<file path="src/rtl/spike_rate_encoder_pkg.sv">
// -----------------------------------------------------------------------------
// spike_rate_encoder_pkg
//
// Shared definitions for the spike rate encoder:
//   - default channel count, intensity width and window length
//   - FSM state encoding (IDLE=0, CLEAR=1, RUN=2, 2-bit)
//   - helper that sizes the timestep counter
// -----------------------------------------------------------------------------
package spike_rate_encoder_pkg;

  localparam int DEF_N_CH   = 3;   // matches the 3-input neuron wrapper
  localparam int DEF_I_BITS = 4;   // intensity width per channel
  localparam int DEF_WINDOW = 16;  // timesteps per frame

  typedef enum logic [1:0] {
    IDLE  = 2'd0,
    CLEAR = 2'd1,
    RUN   = 2'd2
  } state_e;

  // Width of the timestep counter: enough to hold WINDOW-1, never below 1 bit
  // so a single-step window still has a legal counter.
  function automatic int step_width(input int window);
    return (window > 1) ? $clog2(window) : 1;
  endfunction

endpackage : spike_rate_encoder_pkg

</file>
<file path="src/rtl/spike_rate_encoder_sd_channel.sv">
// -----------------------------------------------------------------------------
// spike_rate_encoder_sd_channel
//
// One first-order sigma-delta rate coder. The intensity is captured on load;
// on every step the accumulator adds the intensity and the carry out of that
// I_BITS-wide addition is the spike. Over 2^I_BITS steps the carry count
// equals the intensity, over WINDOW steps it is floor(WINDOW*val/2^I_BITS).
//
// Ports
//   clk      in   clock, all state changes on posedge
//   reset    in   synchronous active-high reset
//   load_i   in   capture val_i and clear the accumulator
//   step_i   in   advance one timestep (encoder in RUN)
//   val_i    in   intensity to capture, unsigned I_BITS
//   spike_o  out  spike for the current timestep (only while step_i)
// -----------------------------------------------------------------------------
module spike_rate_encoder_sd_channel
  import spike_rate_encoder_pkg::*;
#(
  parameter int I_BITS = DEF_I_BITS
) (
  input  logic              clk,
  input  logic              reset,
  input  logic              load_i,
  input  logic              step_i,
  input  logic [I_BITS-1:0] val_i,
  output logic              spike_o
);

  logic [I_BITS-1:0] val_q, val_d;
  logic [I_BITS-1:0] acc_q, acc_d;
  logic [I_BITS:0]   sum;

  // One extra bit holds the carry; the low bits wrap modulo 2^I_BITS by design.
  assign sum     = {1'b0, acc_q} + {1'b0, val_q};
  assign spike_o = step_i & sum[I_BITS];

  // NOTE: every variable gets its hold value before any branch, so a path
  // that assigns nothing cannot infer a latch.
  always_comb begin
    val_d = val_q;
    acc_d = acc_q;
    if (load_i) begin
      val_d = val_i;
      acc_d = '0;
    end else if (step_i) begin
      acc_d = sum[I_BITS-1:0];
    end
  end

  // NOTE: state registers use non-blocking assignments so every flop samples
  // the pre-edge values regardless of process ordering.
  always_ff @(posedge clk) begin
    if (reset) begin
      val_q <= '0;
      acc_q <= '0;
    end else begin
      val_q <= val_d;
      acc_q <= acc_d;
    end
  end

endmodule : spike_rate_encoder_sd_channel

</file>
<file path="src/rtl/spike_rate_encoder.sv">
// -----------------------------------------------------------------------------
// spike_rate_encoder
//
// Turns a frame of N_CH intensities into N_CH spike trains of WINDOW
// timesteps. Each accepted frame runs CLEAR (one cycle, net_reset pulse to the
// downstream neurons) followed by RUN (WINDOW cycles of sigma-delta spikes).
// Frame-to-frame period is WINDOW+2 cycles when the producer holds in_valid.
//
// Ports
//   clk         in   clock, all state changes on posedge
//   reset       in   synchronous active-high reset
//   in_valid    in   frame offered
//   in_ready    out  encoder can accept a frame (IDLE and not in reset)
//   in_data     in   packed intensities, channel i at [i*I_BITS +: I_BITS]
//   spikes      out  spike per channel for the current timestep
//   net_reset   out  one-cycle clear pulse for the downstream neurons
//   frame_done  out  high during the last RUN timestep
//   busy        out  frame in progress (CLEAR or RUN)
//
// All outputs except in_ready come from registered state only.
// -----------------------------------------------------------------------------
module spike_rate_encoder
  import spike_rate_encoder_pkg::*;
#(
  parameter int N_CH   = DEF_N_CH,
  parameter int I_BITS = DEF_I_BITS,
  parameter int WINDOW = DEF_WINDOW
) (
  input  logic                   clk,
  input  logic                   reset,
  input  logic                   in_valid,
  output logic                   in_ready,
  input  logic [N_CH*I_BITS-1:0] in_data,
  output logic [N_CH-1:0]        spikes,
  output logic                   net_reset,
  output logic                   frame_done,
  output logic                   busy
);

  localparam int STEP_W = step_width(WINDOW);
  localparam logic [STEP_W-1:0] LAST_STEP = STEP_W'(WINDOW - 1);

  state_e            state_q, state_d;
  logic [STEP_W-1:0] step_q, step_d;
  logic              accept;
  logic              run;
  logic              last_step;

  // ---------------------------------------------------------------------------
  // Handshake. in_ready is forced low during reset so nothing is accepted on
  // the reset edge.
  // ---------------------------------------------------------------------------
  assign in_ready  = (state_q == IDLE) && !reset;
  assign accept    = in_valid && in_ready;
  assign run       = (state_q == RUN);
  assign last_step = (step_q == LAST_STEP);

  // ---------------------------------------------------------------------------
  // FSM next state and step counter
  // ---------------------------------------------------------------------------
  always_comb begin
    state_d = state_q;
    step_d  = step_q;
    unique case (state_q)
      IDLE: begin
        if (accept) begin
          state_d = CLEAR;
          step_d  = '0;
        end
      end
      CLEAR: begin
        state_d = RUN;
      end
      RUN: begin
        step_d = step_q + 1'b1;
        if (last_step) begin
          state_d = IDLE;
          step_d  = '0;
        end
      end
      default: begin
        state_d = IDLE;
        step_d  = '0;
      end
    endcase
  end

  always_ff @(posedge clk) begin
    if (reset) begin
      state_q <= IDLE;
      step_q  <= '0;
    end else begin
      state_q <= state_d;
      step_q  <= step_d;
    end
  end

  // ---------------------------------------------------------------------------
  // Outputs. net_reset occupies the CLEAR cycle, so it never overlaps step 0
  // spikes; the synchronous neuron reset takes effect before they arrive.
  // ---------------------------------------------------------------------------
  assign net_reset  = (state_q == CLEAR);
  assign frame_done = run && last_step;
  assign busy       = (state_q != IDLE);

  // ---------------------------------------------------------------------------
  // One sigma-delta coder per channel. Intensities are captured only at
  // acceptance; in_data is ignored during CLEAR/RUN.
  // ---------------------------------------------------------------------------
  for (genvar i = 0; i < N_CH; i++) begin : g_ch
    spike_rate_encoder_sd_channel #(
      .I_BITS (I_BITS)
    ) u_ch (
      .clk     (clk),
      .reset   (reset),
      .load_i  (accept),
      .step_i  (run),
      .val_i   (in_data[i*I_BITS +: I_BITS]),
      .spike_o (spikes[i])
    );
  end

endmodule : spike_rate_encoder

</file>
<file path="config.mk">
export PLATFORM = sky130hd
export DESIGN_NAME = spike_rate_encoder
export DESIGN_NICKNAME = d
export VERILOG_FILES = /design/src/rtl/spike_rate_encoder_pkg.sv /design/src/rtl/spike_rate_encoder_sd_channel.sv /design/src/rtl/spike_rate_encoder.sv
export SDC_FILE = /design/constraint.sdc
export NUM_CORES = 1
export LEC_CHECK = 0
export CAP_MARGIN = 40
export CORE_ASPECT_RATIO = 1.25
export CORE_MARGIN = 3
export CORE_UTILIZATION = 30
export DETAILED_ROUTE_END_ITERATION = 10
export PLACE_DENSITY = 0.55
export REMOVE_ABC_BUFFERS = 1
export SYNTH_ARGS = -nofsm -noshare
export SYNTH_HDL_FRONTEND = slang
export SYNTH_SLANG_ARGS = --single-unit
export TNS_END_PERCENT = 10
</file>
<file path="constraint.sdc">
create_clock -name clk -period 2.2 [get_ports clk]
set_input_delay 0.22 -clock clk [delete_from_list [all_inputs] [get_ports clk]]
set_output_delay 0.22 -clock clk [all_outputs]
set_load 0.01 [all_outputs]
</file>
==> out/metrics.yaml, run 1 <==
rsz0062_at_grt: "false"
ys_types: 36
async_flop_share_pct: 0
worst-slew-pin-transition_ns: 0.5375
finalCritPeriodShare_pct: 92.42
antennaDiodeCount: 0
gr-total-overflow: 0
fillerInstances: 510
power_density_nw_per_um2: 628.9
drt.antenna.violating_nets: 0
finalHoldViolCount: 0
die_area_um2: 6193
vias: 1232
crit_type: "flip-flop to output pin"
grt_pass1_vias: 1257
netlist_instances: 166
drive_gt1_share_pct: 11.17
nets: 218
avgRoutedWirePerCell_um: 13.29
layout_setup_ws_ns: 0.1667
core-area_um2: 4905
htreeDepth: 2
yosys-top-cells-area: "dfxtp_1 (38%), ha_1 (10%), a22o_1 (6.6%)"
drc_errors: 0
fin_setup_tns_ns: 0
start_kind: "flip-flop"
cp_data_arrival_time_ns: 1.81
tritoncts: "yes"
via_per_inst: 4.968
place_congestion: 0.7807
cts.clk_slew.worst_paths_ns: 0.06
leakage_nw: 0.7223
avgSynthCellArea_um2: 9.542
rows: 28
synth_top_area_share_pct: 37.91
clk_path_buf_depth: 2
clock.fmax_mhz: 491.8
grt_pass1_wl_um: 5789
synthToLayoutAreaGrowth_pct: 20.69
drv_cap: 0
finalClockSkew_ns: 0.005024
synth_edf_count: 0
worstHoldPathType: "flip-flop to flip-flop"
cts_resized: 3
start_util_pct: 32.30
hold_buffers: 0
yosys_register_bits: 30
dpl_worst_slack_ns: 0.1291
cts_sinks: 30
final-seq-area_um2: 600.6
grt_start_max_net_pins: 14
antenna_found_initial: 0
synth_area_um2: 1584
crit_slowest_cell: "clkdlybuf4s50_1"
end_kind: "output pin"
setup-violations-final: 0
worst_hold_slack_ns: 0.4569
critPathMaxStageDelay_ns: 0.54
synth_ff_type: "dfxtp_1"
slew_viol_final: 0
layout_commonest_cell: "dfxtp_1"
path_cells: "or2b_1 > nor2_1 > clkdlybuf4s50_1"
drt-total-wl_um: 3296
clock-root-buffer: "clkbuf_8"
cp.required_ns: 1.98
yosysSeqAreaShare_pct: 37.91
port_buffers: 21
cts_setup_buffers: 0
cts_buffers: 5
totalPowerFinal_w: 0.001202
finalCriticalPeriod_ns: 2.033
io_pins: 22
dieWidth_um: 70.99
slew_headroom_pct: 64.17
path_max_fanout: 8
dr.first_iter.drc_count: 45
crit_buf_inv: 1
synth_warnings: 0
synth_top_area_cell: "dfxtp_1"
first_pass_iters: 4
vdd_drop_max_uv: 217.6
multi_input_area_um2: 862.1
grt_use_total_pct: 11.90
place_hpwl_um: 2406
die-height_um: 87.24
fin_util_pct: 38.98
final_cell_mix: "dfxtp_1 (30), clkdlybuf4s50_1 (18), a21oi_1 (14), inv_1 (13), ha_1 (13)"
clkLatencyLatePin_ns: 0.27
status: "finished, final reports clean"
crit_family: "simple AND/OR/NAND/NOR gates"
## cells in the mapped netlist (2+ instances only)
master and n:
a32oi_1 2, nor2_1 8, nand4_1 3, nand2_1 12
a2111o_1 3, ha_1 13, nand3_1 8, o21ai_0 4
xnor2_1 3, inv_1 13, nor2b_1 6, a22o_1 12
a21oi_1 14, a211oi_2 3, dfxtp_1 30, buf_4 5
fa_1 3, or4b_1 3, buf_2 4
## layer usage
metal  global-route usage [%]  vias to the layer above  part of all wire [%]
li1                         -                      627                     -
met4                    5.128                        0                   1.6
met3                    3.002                        4                   3.5
met1                    13.42                      580                    46
met2                    21.10                       21                    49
met5                        0                        -                     0
## per-stage QoR
stage | instance area, um^2 | instances
5_1_grt | 1912 | 248
3_3_place_gp | 1819 | 239
2_1_floorplan | 1511 | 155
4_1_cts | 1918 | 248
3_5_place_dp | 1831 | 240
6_report | 1912 | 248
## report_power, final
part	internal (W)	leakage (nW)	switching, W
logic	0.0000838	0.430	0.0000833
registers	0.000568	0.244	0.0000203
clock network	0.000252	0.0482	0.000195
total	0.000904	0.722	0.000299
## worst register-to-register path, stage by stage (launching register included)
cell     delay, ns
dfxtp_1       0.49
nor2b_4       0.15
buf_4         0.21
or4b_1        0.51
nand3_1       0.10
## area by class of cell
cell class,count,share of cell area [%]
Sequential cell,30,31.41
Multi-Input combinational cell,112,45.09
Tap cell,60,3.927
Clock inverter,1,0.2618
Clock buffer,7,4.516
Inverter,13,2.552
Timing Repair Buffer,25,12.24
## registers in the layout, indices dropped and copies added, names as in the netlist
| signal | cells |
|---|---|
| state_q | 2 |
| g_ch.u_ch.val_q | 12 |
| g_ch.u_ch.acc_q | 12 |
| step_q | 4 |
## kinds of logic after synthesis
group	after synthesis	synth area share (%)
simple gates	51	18.64
compound gates	41	19.51
flops	30	37.91
buf+inv	24	7.662
fa+ha+maj	16	14.06
xor+xnor	4	2.212
## worst paths after layout
kind / startpoint / endpoint / slack [ns] / depth (start not counted)
worst max register to register: state_q[0] / g_ch[1].u_ch.acc_q[3] / 0.68 / 4
worst min register to register: g_ch[2].u_ch.acc_q[2] / g_ch[2].u_ch.acc_q[2] / 0.46 / 2
worst max-delay path: state_q[1] / frame_done / 0.17 / 3
worst min-delay path: g_ch[2].u_ch.acc_q[2] / g_ch[2].u_ch.acc_q[2] / 0.46 / 2
(Power assumes the default switching activity.)
==> run 2, diff against run 1 <==
- CAP_MARGIN: 40 -> default
==> run 2 against run 1 <==
  * Final cell count shrank 0.40%
  * Maximum frequency grew 0.15%
  * Sequential share of layout area grew 0.27 points
  * Non-clock buffer count shrank 1
  * Largest cell class unchanged
  * Critical endpoint unchanged
  * Clock power is essentially flat
  * Register-to-register slack lost 0.21 ns
  * Routed wire length is essentially flat
  * Clock skew shrank 0.00057 ns
==> out/metrics.yaml, run 2 (synthesis results as in run 1) <==
final_cell_mix: "dfxtp_1 (30), clkdlybuf4s50_1 (18), a21oi_1 (14), inv_1 (13), ha_1 (13)"
cts.clk_slew.worst_paths_ns: 0.06  # about the same
leakage_nw: 0.7163  # -0.83%
worst_hold_slack_ns: 0.4580  # +0.001099 ns
finalCritPeriodShare_pct: 92.28  # -0.14 points
layout_setup_ws_ns: 0.1698  # +0.003083 ns
drv_cap: 0  # unchanged
hold_buffers: 0  # unchanged
die_area_um2: 6193  # unchanged
fin_setup_tns_ns: 0  # unchanged
dr.first_iter.drc_count: 34  # -24%
dieWidth_um: 70.99  # unchanged
nets: 217  # -0.46%
rsz0062_at_grt: "false"
finalCriticalPeriod_ns: 2.030  # -0.003083 ns
drive_gt1_share_pct: 11.23  # +0.060 points
finalHoldViolCount: 0  # unchanged
clock-root-buffer: "clkbuf_8"
status: "finished, final reports clean"
antenna_found_initial: 0  # unchanged
path_max_fanout: 8  # unchanged
r2r_cells: 3  # -1
vdd_drop_max_uv: 215.8  # -0.83%
worstHoldPathType: "flip-flop to flip-flop"
io_pins: 22  # unchanged
port_buffers: 21  # unchanged
cts_sinks: 30  # unchanged
place_congestion: 0.7807  # unchanged
grt_pass1_vias: 1271  # +1.1%
end_kind: "output pin"
worst-slew-pin-transition_ns: 1.045  # +0.5071 ns
clkLatencyLatePin_ns: 0.28  # about the same
clk_path_buf_depth: 2  # unchanged
cp_data_arrival_time_ns: 1.81  # about the same
drc_errors: 0  # unchanged
fillerInstances: 510  # unchanged
first_pass_iters: 4  # unchanged
cp.required_ns: 1.98  # about the same
place_hpwl_um: 2396  # -0.41%
r2r_setup_slack_ns: 0.47  # -0.21 ns
dpl_worst_slack_ns: 0.1301  # +0.0009510 ns
layout_commonest_cell: "dfxtp_1"
finalClockSkew_ns: 0.004452  # -0.0005728 ns
slew_headroom_pct: 30.10  # -34 points
whs_path_depth: 2  # unchanged
slew_viol_final: 0  # unchanged
power_density_nw_per_um2: 633.7  # +0.76%
top_regs: "g_ch.u_ch.acc_q (12), g_ch.u_ch.val_q (12), step_q (4)"
start_util_pct: 32.30  # unchanged
clock.fmax_mhz: 492.6  # +0.15%
grt_use_total_pct: 11.82  # -0.075 points
grt_start_max_net_pins: 14  # unchanged
htreeDepth: 2  # unchanged
gr-total-overflow: 0  # unchanged
drt-total-wl_um: 3299  # about the same
avgRoutedWirePerCell_um: 13.36  # +0.50%
rows: 28  # unchanged
die-height_um: 87.24  # unchanged
vias: 1243  # +0.89%
via_per_inst: 5.032  # +1.3%
cts_buffers: 5  # unchanged
antennaDiodeCount: 0  # unchanged
tritoncts: "yes"
core-area_um2: 4905  # unchanged
synthToLayoutAreaGrowth_pct: 19.67
start_kind: "flip-flop"
crit_type: "flip-flop to output pin"
setup-violations-final: 0  # unchanged
grt_pass1_wl_um: 5733  # -0.97%
drt.antenna.violating_nets: 0  # unchanged
## run 2: cell count changes in the layout (fill, tap and decap cells not counted), sizes merged
cell,previous run,this run
buf,4,3
clkdlybuf4s15,1,0
clkbuf,9,10
## run 2: layer usage
| layer | vias up | share of wire [%] | global-route usage [%] |
|---|---|---|---|
| li1 | 630 | - | - |
| met1 | 576 | 45 | 13.20 |
| met2 | 30 | 49 | 20.68 |
| met3 | 7 | 4.1 | 3.233 |
| met4 | 0 | 2.1 | 5.641 |
| met5 | - | 0 | 0 |
## run 2: final timing paths
kind,startpoint,to
min,g_ch[2].u_ch.acc_q[2],g_ch[2].u_ch.acc_q[2]
max reg2reg,state_q[0],g_ch[1].u_ch.val_q[3]
min reg2reg,g_ch[2].u_ch.acc_q[2],g_ch[2].u_ch.acc_q[2]
max,state_q[1],frame_done
## run 2: stage by stage
stage / total power (W) / utilization (%) / cell area (um^2) / instances
detailed placement: 0.0007663 / 37.09 / 1819 / 239
finish: 0.001201 / 38.65 / 1896 / 247
global placement: 0.0007617 / 37.09 / 1819 / 239
floorplan: 0.0006893 / - / 1511 / 155
global route: 0.001272 / 38.65 / 1896 / 247
CTS: 0.001223 / 38.88 / 1907 / 247
## run 2: area by class of cell
type | instances | area (um^2) | area share (%)
clock buffer | 7 | 86.33 | 4.554
clock inverter | 1 | 5.005 | 0.2640
inverter | 13 | 48.80 | 2.574
multi-input combinational | 112 | 862.1 | 45.48
sequential | 30 | 600.6 | 31.68
tap | 60 | 75.07 | 3.960
timing repair buffer | 24 | 217.7 | 11.49
## run 2: power by group
part	internal (W)	switching [W]	total (W)
sequential	0.000568	0.0000204	0.000588
clock	0.000252	0.000197	0.000449
combinational	0.0000809	0.0000830	0.000164
total	0.000901	0.000301	0.00120
## run 2: timing repair
action                                  in CTS  in global routing
endpoints found under the setup margin       3                  3
setup buffers                                0                  0
resized for setup                            3                  6
## run 2: worst max-delay path, cell delays in order (launching register included)
cell and delay [ns]:
dfxtp_1 0.45, or2b_1 0.40, nor2_1 0.15, clkdlybuf4s50_1 0.54
==> run 3, diff against run 2 <==
--- a/config.mk
+++ b/config.mk
@@ -13,2 +13,3 @@
 export REMOVE_ABC_BUFFERS = 1
+export SETUP_SLACK_MARGIN = 0.5
 export SYNTH_ARGS = -nofsm -noshare
==> constraint.sdc (replaced) <==
create_clock -name clk -period 2.2 [get_ports clk]
set_input_delay 0.44 -clock clk [delete_from_list [all_inputs] [get_ports clk]]
set_output_delay 0.44 -clock clk [all_outputs]
set_load 0.01 [all_outputs]
==> run 3 against run 2 <==
  * Highest routed layer unchanged
  * Critical endpoint is now spikes[0]
  * Maximum frequency shrank 3.9%
  * Clock-buffer cell count shrank 2
  * Sequential share of layout area shrank 2.4 points
  * Register-to-register slack gained 0.10 ns
  * Routed wire length grew 11%
  * Sequential power is essentially flat
  * Total power grew 11%
  * Setup slack lost 0.082 ns
  * Largest power group unchanged
  * Critical path type unchanged
  * Final area grew 11%
  * Sequential cell count is the same
==> out/metrics.yaml, run 3 (synthesis results as in run 1) <==
power.switching_w: 0.0003305  # +9.9%
cp.required_ns: 1.76  # -0.22 ns
cts_sinks: 30  # unchanged
start_kind: "flip-flop"
place_area_um2: 1917  # +5.4%
grt_start_max_net_pins: 14  # unchanged
clock.fmax_mhz: 473.3  # -3.9%
cp-startpoint: "g_ch[0].u_ch.val_q[0]"
clk_path_buf_depth: 2  # unchanged
sw_frac_of_total_pct: 24.84  # -0.18 points
crit_slowest_cell: "dfxtp_2"
die-height_um: 87.24  # unchanged
antennaDiodeCount: 0  # unchanged
dieWidth_um: 70.99  # unchanged
antenna_found_initial: 0  # unchanged
port_buffers: 21  # unchanged
cts.clk_slew.worst_paths_ns: 0.06  # about the same
totalPowerFinal_w: 0.001330  # +11%
fin_setup_tns_ns: 0  # unchanged
crit_type: "flip-flop to output pin"
p_comb_share_pct: 14.3  # +0.7 points
layout_commonest_cell: "dfxtp_1"
drv_cap: 0  # unchanged
start_util_pct: 32.30  # unchanged
via_per_inst: 4.981  # -1.0%
grt_use_met3_pct: 2.425  # -0.81 points
rr_startpoint: "state_q[1]"
vias: 1300  # +4.6%
worstHoldPathType: "flip-flop to flip-flop"
end_kind: "output pin"
r2r_setup_slack_ns: 0.57  # +0.10 ns
vdd_drop_max_uv: 280.5  # +30%
die_area_um2: 6193  # unchanged
first_pass_iters: 4  # unchanged
status: "finished, final reports clean"
intPower_w: 0.0009996  # +11%
rows: 28  # unchanged
rsz0062_at_grt: "true"
slew_headroom_pct: 33.94  # +3.8 points
leakage_nw: 0.8300  # +16%
grtUsageMet2_pct: 23.12  # +2.4 points
clock-root-buffer: "clkbuf_8"
final_cell_mix: "dfxtp_1 (21), buf_4 (17), clkdlybuf4s50_1 (15), a21oi_1 (14)"
worst-slew-pin-transition_ns: 0.9872  # -0.05738 ns
htreeDepth: 2  # unchanged
use_met1_pct: 14.31  # +1.1 points
avgRoutedWirePerCell_um: 14.06  # +5.3%
setup-violations-final: 0  # unchanged
cts_buffers: 5  # unchanged
grt_pass1_vias: 1378  # +8.4%
r2r_end: "g_ch[2].u_ch.val_q[0]"
path_max_fanout: 2  # -6
place_congestion: 0.7760  # -0.60%
io_pins: 22  # unchanged
final_area_um2: 2103  # +11%
critPathMaxStageDelay_ns: 0.35  # -0.19 ns
crit_end: "spikes[0]"
finalCritPeriodShare_pct: 96.03  # +3.7 points
drt.antenna.violating_nets: 0  # unchanged
gr-total-overflow: 0  # unchanged
finalHoldViolCount: 0  # unchanged
dr.first_iter.drc_count: 52  # +53%
slew_viol_final: 0  # unchanged
power_density_nw_per_um2: 632.4  # -0.21%
tritoncts: "yes"
top_regs: "g_ch.u_ch.acc_q (12), g_ch.u_ch.val_q (12), step_q (4)"
synthToLayoutAreaGrowth_pct: 32.78
p_seq_share_pct: 44.3  # -4.7 points
drive_gt1_share_pct: 28.36  # +17 points
cp_data_arrival_time_ns: 1.67  # -0.14 ns
r2r_cells: 4  # +1
path_cells: "ha_4 > inv_1 > fa_2 > nor2b_1 > o21ai_1 > a21oi_1 > buf_2"
core-area_um2: 4905  # unchanged
nets: 231  # +6.5%
clkLatencyLatePin_ns: 0.29  # about the same
drc_errors: 0  # unchanged
finalClockSkew_ns: 0.009521  # +0.005069 ns
grt_pass1_wl_um: 6320  # +10%
place_hpwl_um: 2591  # +8.2%
grt_use_total_pct: 13.04  # +1.2 points
clkPwrFrac_pct: 41.5  # +4.1 points
drt-total-wl_um: 3670  # +11%
busiest_layer: "met2"
hold_buffers: 0  # unchanged
finalCriticalPeriod_ns: 2.113  # +0.08247 ns
run 3: cell count changes in the layout (fill, tap and decap cells not counted), moves of 3 or more:
cell / delta
buf_4: +14
dfxtp_1: -9
dfxtp_2: +7
ha_1: -4
ha_4: +4
buf_2: +3
clkdlybuf4s50_1: -3
fa_1: -3
fa_2: +3
o21ai_0: -3
o21ai_1: +3
run 3: metrics by stage:
stage          hold slack (ns)  util [%]  worst slack (ns)  instances
5_1_grt                 0.4859     42.88           0.01717        261
3_5_place_dp            0.4513     39.08           -0.1676        252
4_1_cts                 0.4608     41.84           0.07161        260
3_3_place_gp            0.4475     39.08          -0.09190        252
2_1_floorplan           0.4362         -            0.4574        155
6_report                0.4602     42.88           0.08729        261
run 3: worst max-delay path, delay by kind of cell (launching register included):
kind                       cells  cell delay (ns)
adders and majority gates      2             0.47
DFF                            1             0.35
AOI/OAI and AO/OA              2             0.24
buffers and inverters          2             0.21
and+or+nand+nor                1             0.13
run 3: worst min path at each step:
stage / startpoint / end / slack [ns] / depth (start not counted)
global route: g_ch[2].u_ch.acc_q[2] / g_ch[2].u_ch.acc_q[2] / 0.49 / 2
global placement: g_ch[2].u_ch.acc_q[0] / g_ch[2].u_ch.acc_q[0] / 0.45 / 2
CTS: g_ch[2].u_ch.acc_q[2] / g_ch[2].u_ch.acc_q[2] / 0.46 / 2
finish: g_ch[1].u_ch.acc_q[2] / g_ch[1].u_ch.acc_q[2] / 0.46 / 2
floorplan: g_ch[0].u_ch.acc_q[2] / g_ch[0].u_ch.acc_q[2] / 0.44 / 2
detailed placement: g_ch[2].u_ch.acc_q[2] / g_ch[2].u_ch.acc_q[2] / 0.45 / 2
run 3: power groups by stage:
| stage | clock [W] | combinational [W] | sequential [W] |
|---|---|---|---|
| global placement | 0 | 0.000180 | 0.000596 |
| finish | 0.000552 | 0.000190 | 0.000589 |
| detailed placement | 0 | 0.000185 | 0.000597 |
| CTS | 0.000567 | 0.000189 | 0.000587 |
| floorplan | 0 | 0.0000947 | 0.000595 |
| global route | 0.000593 | 0.000213 | 0.000591 |
run 3: repair_timing:
action                                  4_1_cts  5_1_grt
resized for setup                            30       15
gates cloned                                  0        0
endpoints found under the setup margin       19       26
hold endpoints to repair                      0        0
setup buffers                                 0        1
pin swaps                                     2        5
run 3: layer usage:
metal,share of wire (%),routed length [um]
met1,42,1557
met2,53,1933
met3,2.8,102
met4,2.1,76
met5,0,0
run 3: layout make-up:
type                       count  area, um^2
fill                         494        2801
multi-input combinational    112       930.9
sequential                    30       616.8
timing repair buffer          38       322.8
tap                           60       75.07
clock buffer                   5       68.82
inverter                      13       48.80
clock inverter                 3       40.04
